File: config.mk
export PLATFORM = sky130hd
export DESIGN_NAME = axi_lite_ram_bridge
export DESIGN_NICKNAME = d
export VERILOG_FILES = /design/src/rtl/axi_lite_ram_bridge.sv
export SDC_FILE = /design/constraint.sdc
export NUM_CORES = 1
export LEC_CHECK = 0
export ABC_AREA = 1
export CAP_MARGIN = 30
export CORE_AREA = 2 2 213 215
export DETAILED_ROUTE_END_ITERATION = 8
export DIE_AREA = 0 0 215 217
export PLACE_DENSITY = 0.69
export RECOVER_POWER = 100
export SLEW_MARGIN = 20
export SYNTH_ARGS = -nofsm -noshare
export SYNTH_HDL_FRONTEND = slang
export SYNTH_SLANG_ARGS = --single-unit
File: constraint.sdc
create_clock -name ACLK -period 1.95 [get_ports ACLK]
set_input_delay 0.2925 -clock ACLK [delete_from_list [all_inputs] [get_ports ACLK]]
set_output_delay 0.2925 -clock ACLK [all_outputs]
set_load 0.005 [all_outputs]
File: src/rtl/axi_lite_ram_bridge.sv
// AXI4-Lite slave bridging BusMatrix transactions onto the Ram request-pulse interface.
// One transaction in flight; AW, W and AR each have a one-deep holding register.
module axi_lite_ram_bridge #(
    parameter int TIMEOUT = 64
) (
    input  logic        ACLK,
    input  logic        ARESETn,
    input  logic        i_awValid,
    output logic        o_awReady,
    input  logic [63:0] i_awAddr,
    input  logic        i_wValid,
    output logic        o_wReady,
    input  logic [63:0] i_wData,
    input  logic [7:0]  i_wStrb,
    output logic        o_bValid,
    input  logic        i_bReady,
    output logic [1:0]  o_bResp,
    input  logic        i_arValid,
    output logic        o_arReady,
    input  logic [63:0] i_arAddr,
    output logic        o_rValid,
    input  logic        i_rReady,
    output logic [63:0] o_rData,
    output logic [1:0]  o_rResp,
    output logic [63:0] o_ramWriteAddr,
    output logic [63:0] o_ramWriteData,
    output logic [3:0]  o_ramWriteStrb,
    output logic [63:0] o_ramReadAddr,
    input  logic [63:0] i_ramReadData,
    input  logic        i_ramReadReady,
    input  logic        i_ramWriteReady
);

    localparam int CW = $clog2(TIMEOUT);
    localparam logic [CW-1:0] LAST = CW'(TIMEOUT - 1);

    typedef enum logic [2:0] {
        IDLE, WR_REQ, WR_WAIT, WR_RESP, RD_REQ, RD_WAIT, RD_RESP
    } state_t;

    state_t        r_state, w_nextState;
    logic          r_awHeld, r_wHeld, r_arHeld;
    logic          r_awReady, r_wReady, r_arReady;
    logic [63:0]   r_awAddr, r_wData, r_arAddr;
    logic [7:0]    r_wStrb;
    logic [63:0]   r_txAddr, r_txData, r_rData;
    logic [3:0]    r_txCode, w_sizeCode;
    logic [1:0]    r_resp;
    logic          r_lastGrantWrite;
    logic [CW-1:0] r_count;
    logic          w_awFire, w_wFire, w_arFire;
    logic          w_grantWrite, w_grantRead, w_writeBad, w_timeout, w_contention;

    assign w_awFire     = i_awValid & r_awReady;
    assign w_wFire      = i_wValid & r_wReady;
    assign w_arFire     = i_arValid & r_arReady;
    assign w_timeout    = (r_count == LAST);
    assign w_contention = r_awHeld & r_wHeld & r_arHeld;
    assign w_writeBad   = (w_sizeCode == 4'd0) | (r_awAddr == '0);

    assign o_awReady = r_awReady;
    assign o_wReady  = r_wReady;
    assign o_arReady = r_arReady;
    assign o_bResp   = o_bValid ? r_resp : 2'b00;
    assign o_rResp   = o_rValid ? r_resp : 2'b00;
    assign o_rData   = o_rValid ? r_rData : 64'd0;

    always_comb begin
        case (r_wStrb)
            8'h01:   w_sizeCode = 4'd1;
            8'h03:   w_sizeCode = 4'd2;
            8'h0F:   w_sizeCode = 4'd4;
            8'hFF:   w_sizeCode = 4'd8;
            default: w_sizeCode = 4'd0;
        endcase
    end

    // Ram buses are only ever driven from the single REQ cycle, so requests are one-cycle pulses.
    always_comb begin
        w_nextState    = r_state;
        w_grantWrite   = 1'b0;
        w_grantRead    = 1'b0;
        o_bValid       = 1'b0;
        o_rValid       = 1'b0;
        o_ramWriteAddr = 64'd0;
        o_ramWriteData = 64'd0;
        o_ramWriteStrb = 4'd0;
        o_ramReadAddr  = 64'd0;
        case (r_state)
            IDLE: begin
                if (r_awHeld && r_wHeld && (!r_arHeld || !r_lastGrantWrite)) begin
                    w_grantWrite = 1'b1;
                    w_nextState  = w_writeBad ? WR_RESP : WR_REQ;
                end else if (r_arHeld) begin
                    w_grantRead = 1'b1;
                    w_nextState = (r_arAddr == '0) ? RD_RESP : RD_REQ;
                end
            end
            WR_REQ: begin
                o_ramWriteAddr = r_txAddr;
                o_ramWriteData = r_txData;
                o_ramWriteStrb = r_txCode;
                w_nextState    = WR_WAIT;
            end
            WR_WAIT: begin
                if (i_ramWriteReady || w_timeout) w_nextState = WR_RESP;
            end
            WR_RESP: begin
                o_bValid = 1'b1;
                if (i_bReady) w_nextState = IDLE;
            end
            RD_REQ: begin
                o_ramReadAddr = r_txAddr;
                w_nextState   = RD_WAIT;
            end
            RD_WAIT: begin
                if (i_ramReadReady || w_timeout) w_nextState = RD_RESP;
            end
            RD_RESP: begin
                o_rValid = 1'b1;
                if (i_rReady) w_nextState = IDLE;
            end
            default: w_nextState = IDLE;
        endcase
    end

    always_ff @(posedge ACLK) begin
        if (!ARESETn) begin
            r_state          <= IDLE;
            r_awHeld         <= 1'b0;
            r_wHeld          <= 1'b0;
            r_arHeld         <= 1'b0;
            r_awReady        <= 1'b0;
            r_wReady         <= 1'b0;
            r_arReady        <= 1'b0;
            r_awAddr         <= 64'd0;
            r_wData          <= 64'd0;
            r_wStrb          <= 8'd0;
            r_arAddr         <= 64'd0;
            r_txAddr         <= 64'd0;
            r_txData         <= 64'd0;
            r_txCode         <= 4'd0;
            r_rData          <= 64'd0;
            r_resp           <= 2'b00;
            r_lastGrantWrite <= 1'b0;
            r_count          <= '0;
        end else begin
            r_state <= w_nextState;

            if (w_awFire) begin
                r_awHeld <= 1'b1;
                r_awAddr <= i_awAddr;
            end else if (w_grantWrite) begin
                r_awHeld <= 1'b0;
            end
            if (w_wFire) begin
                r_wHeld <= 1'b1;
                r_wData <= i_wData;
                r_wStrb <= i_wStrb;
            end else if (w_grantWrite) begin
                r_wHeld <= 1'b0;
            end
            if (w_arFire) begin
                r_arHeld <= 1'b1;
                r_arAddr <= i_arAddr;
            end else if (w_grantRead) begin
                r_arHeld <= 1'b0;
            end
            r_awReady <= !(w_awFire | (r_awHeld & !w_grantWrite));
            r_wReady  <= !(w_wFire | (r_wHeld & !w_grantWrite));
            r_arReady <= !(w_arFire | (r_arHeld & !w_grantRead));

            // Arbitration history only moves when both sides were actually competing.
            if (w_grantWrite) begin
                r_txAddr <= r_awAddr;
                r_txData <= r_wData;
                r_txCode <= w_sizeCode;
                if (w_writeBad) r_resp <= 2'b10;
                if (w_contention) r_lastGrantWrite <= 1'b1;
            end
            if (w_grantRead) begin
                r_txAddr <= r_arAddr;
                if (r_arAddr == '0) begin
                    r_resp  <= 2'b10;
                    r_rData <= 64'd0;
                end
                if (w_contention) r_lastGrantWrite <= 1'b0;
            end

            if (r_state == WR_REQ || r_state == RD_REQ) begin
                r_count <= '0;
            end else if ((r_state == WR_WAIT || r_state == RD_WAIT) && !w_timeout) begin
                r_count <= r_count + 1'b1;
            end

            if (r_state == WR_WAIT) begin
                if (i_ramWriteReady) r_resp <= 2'b00;
                else if (w_timeout) r_resp <= 2'b10;
            end
            if (r_state == RD_WAIT) begin
                if (i_ramReadReady) begin
                    r_rData <= i_ramReadData;
                    r_resp  <= 2'b00;
                end else if (w_timeout) begin
                    r_rData <= 64'd0;
                    r_resp  <= 2'b10;
                end
            end
        end
    end

endmodule

==> results.cfg <==
[logic_synthesis]
synth_compound_area_share_pct = 16.4
yosysTopAreaCellShare_pct = 48.2
post_synth_main_area_contributors = dfxtp_1, nor2_1, o21ai_0, nand2_1, inv_1
yosysWarnings = 0
yosysTopAreaCell = dfxtp_1
synthAdderAreaFrac_pct = 0.0728
synthXorXnorAreaFrac_pct = 0.102
syn_avg_cell_area_um2 = 6.86
synth_nets = 2780
synth_mux_area_share_pct = 0
synth-simple-area-share_pct = 24.0
synth_top_flop_cell = dfxtp_1
synth-edff-count = 0
synth_area_um2 = 17200
synth_cells = 2506
synth_cell_types = 31
async_flop_share_pct = 0
seq_area_frac_synth_pct = 48.2
synth_top_family_by_area = simple AND/OR/NAND/NOR gates
ys_ff_latch = 414

[drt]
drc = 0
top_layer = met5
via_per_inst = 4.93
wl_per_cell_um = 17.5
wirelength_um = 64600
drt-pass1-iter-count = 5
drt_iter0_markers = 1352
wl_met2_um = 31400
vias = 18300
routedLengthMet1_um = 25600
routed-wl-met3_um = 4590
ant_nets = 0

[cts]
cts_tree = yes
numCtsBuffers = 45
cts_hold_buf = 0
clock_latency_ns = 0.57
cts_buffer_depth = 3
cts.clk_slew.worst_paths_ns = 0.06
htree_num_levels = 2
cts_sinks = 414
cts_root_buffer = clkbuf_16

[job]
cap_violations = 0

[sta]
final.period_utilization_pct = 121
finalSetupViolations = 467
rsz0062_at_grt = true
tightest_slew_ns = 0.882
hold_viol = 0
hold_ws_ns = 0.280
max_freq_mhz = 424
postLayoutSetupSlackWorst_ns = -0.408
fin_tns_setup_ns = -95.71
fin_crit_ns = 2.36
slew-limit-headroom_pct = 41.2
slew_viol_final = 0
skew_ns = 0.0269

[final_layout]
drive_gt1_share_pct = 17.6
stdcell_count = 3703
syn_to_final_growth_pct = 50.4
design_area_um2 = 25900
seq_area_um2 = 8300
multi_input_area_um2 = 7660
post-route-util_pct = 57.9
fillers = 4160
fin_nets = 3338

[power_and_ir_drop]
p_leak_nw = 10.8
combPwrFrac_pct = 25.2
p_sw_mw = 6.99
p_sw_share_pct = 29.2
p_clk_share_pct = 36.2
p_per_area_nw_per_um2 = 926
seqPwrFrac_pct = 38.6
internal-power_mw = 16.9
vdd_ir_drop_max_mv = 0.568

[placement]
place_area_um2 = 23400
dp_hpwl_um = 41500
finalWeightedCongestion = 0.854
dp.cells = 3535
io_buffers = 541

[floorplan]
core_area_um2 = 44700
fp.dieArea_um2 = 46700
rows = 78
initial_core_util_pct = 38.5
die_height_um = 217
die_x_um = 215
ios = 542

[global_route]
track_usage_pct = 25.1
antenna_found_initial = 8
grt_pass1_wl_um = 92600
grt_max_degree = 95
grt_pass1_vias = 16900
grt_overflow = 0

[critical_path]
crit_required_ns = 1.66
rr_worst_depth = 14
cp_max_fo = 11
crit_path_end_kind = output pin
reg2reg_to = r_rData[3]
arrival_ns = 2.07
rrSetupSlack_ns = -0.29
crit_path_end = o_rData[44]
r2r_start = r_state[0]
startpoint = r_state[2]
worstSetupStartpointType = flip-flop
crit_type = reg2out

[run_status]
violations = setup timing
outcome = finished, violations left

[hold_path]
hold_path.class = in2reg
-- synth_stat cells (4+ instances only) --
master,instances
nand2_1,345
buf_2,28
nor2_1,692
a21oi_1,179
nand4_1,4
inv_2,10
nand3_1,25
buf_4,13
clkbuf_1,104
dfxtp_1,414
o22ai_1,5
buf_1,16
inv_1,314
nand2_2,4
o221ai_1,22
o21ai_0,269
o211ai_1,39
-- worst min-delay path by stage --
stage                            from            to  slack (ns)  depth (start not counted)
finish              i_ramReadData[45]   r_rData[45]        0.28                          3
detailed placement       r_txData[25]  r_txData[25]        0.44                          2
CTS                           ARESETn  r_txAddr[46]        0.07                          3
global placement          r_txData[3]   r_txData[3]        0.44                          2
floorplan                 r_txData[0]   r_txData[0]        0.43                          2
global route        i_ramReadData[45]   r_rData[45]        0.27                          3
-- state kept, by name (all words and copies together), names as in the netlist, 2 cells and up --
register	cells
r_resp	2
r_state	3
r_txAddr	64
r_txCode	4
r_wData	64
r_arAddr	64
r_wStrb	8
r_awAddr	64
r_count	6
r_rData	64
r_txData	64
-- worst max-delay path, stage by stage, from the launching register on --
cell and delay (ns):
dfxtp_4 0.38, buf_4 0.17, nand3_4 0.13, clkbuf_16 0.19
nor2_1 0.11, clkdlybuf4s50_1 0.52
-- final cells by class --
class                      instances  area share [%]
sequential                       414            32.1
tap                              600            2.90
inverter                         325            4.79
timing repair buffer             673            24.7
antenna                            5          0.0484
clock buffer                      65            5.20
clock inverter                    16           0.663
multi-input combinational       1605            29.6
-- stage by stage --
step / worst slack (ns) / power [mW]
after global placement: 0.00855 / 12.9
after floorplan: 0.447 / 11.3
after CTS: -0.501 / 22.6
after detailed placement: -0.0118 / 13.0
final: -0.408 / 23.9
after global routing: -0.486 / 24.9
-- metal layers --
metal | GRT usage (%) | vias up
li1 | - | 8890
met1 | 30.0 | 8492
met2 | 43.0 | 711
met5 | 0 | -
met3 | 5.69 | 157
met4 | 11.8 | 6
-- cells in the final DEF (no fill, tap or decap), types with 5 or more instances in the layout --
cell             netlist  final
a21oi_1              179    179
buf_12                 0     19
buf_16                 0      7
buf_2                 28     98
buf_4                 13     48
buf_6                  2     26
buf_8                  0     12
clkbuf_1             104     12
clkbuf_16              0     58
clkbuf_2               0     78
clkbuf_8               0     10
clkdlybuf4s15_2        0     15
clkdlybuf4s50_1        0    284
clkinv_2               0      8
dfxtp_1              414    411
diode_2                0      5
dlygate4sd2_1          0     39
dlymetal6s2s_1         0     21
inv_1                314    316
inv_2                 10      7
nand2_1              345    345
nand3_1               25     23
nor2_1               692    568
nor2_2                 1     62
nor2_4                 2     65
o211ai_1              39     39
o21ai_0              269    269
o221ai_1              22     22
o22ai_1                5      5
-- cell families after synthesis --
group	after synthesis
AO/OA/AOI/OAI	522
XOR/XNOR	2
AND/OR/NAND/NOR	1079
buffers and inverters	488
adder cells (fa/ha/maj)	1
flip-flops	414
-- power by group through the flow --
stage / Combinational, mW / Clock [mW] / Sequential, mW
after floorplan: 2.02 / 0 / 9.32
after global placement: 3.49 / 0 / 9.38
after detailed placement: 3.57 / 0 / 9.40
after CTS: 4.55 / 8.85 / 9.22
after global routing: 6.39 / 9.24 / 9.29
final: 6.02 / 8.68 / 9.24
-- timing repair --
action / CTS / global route
hold endpoints to repair: 0 / 0
resized for setup: 233 / 669
cloned: 10 / 15
pin swaps: 1 / 9
endpoints found under the setup margin: 307 / 336
buffers inserted: 7 / 50
(Power assumes the default switching activity.)
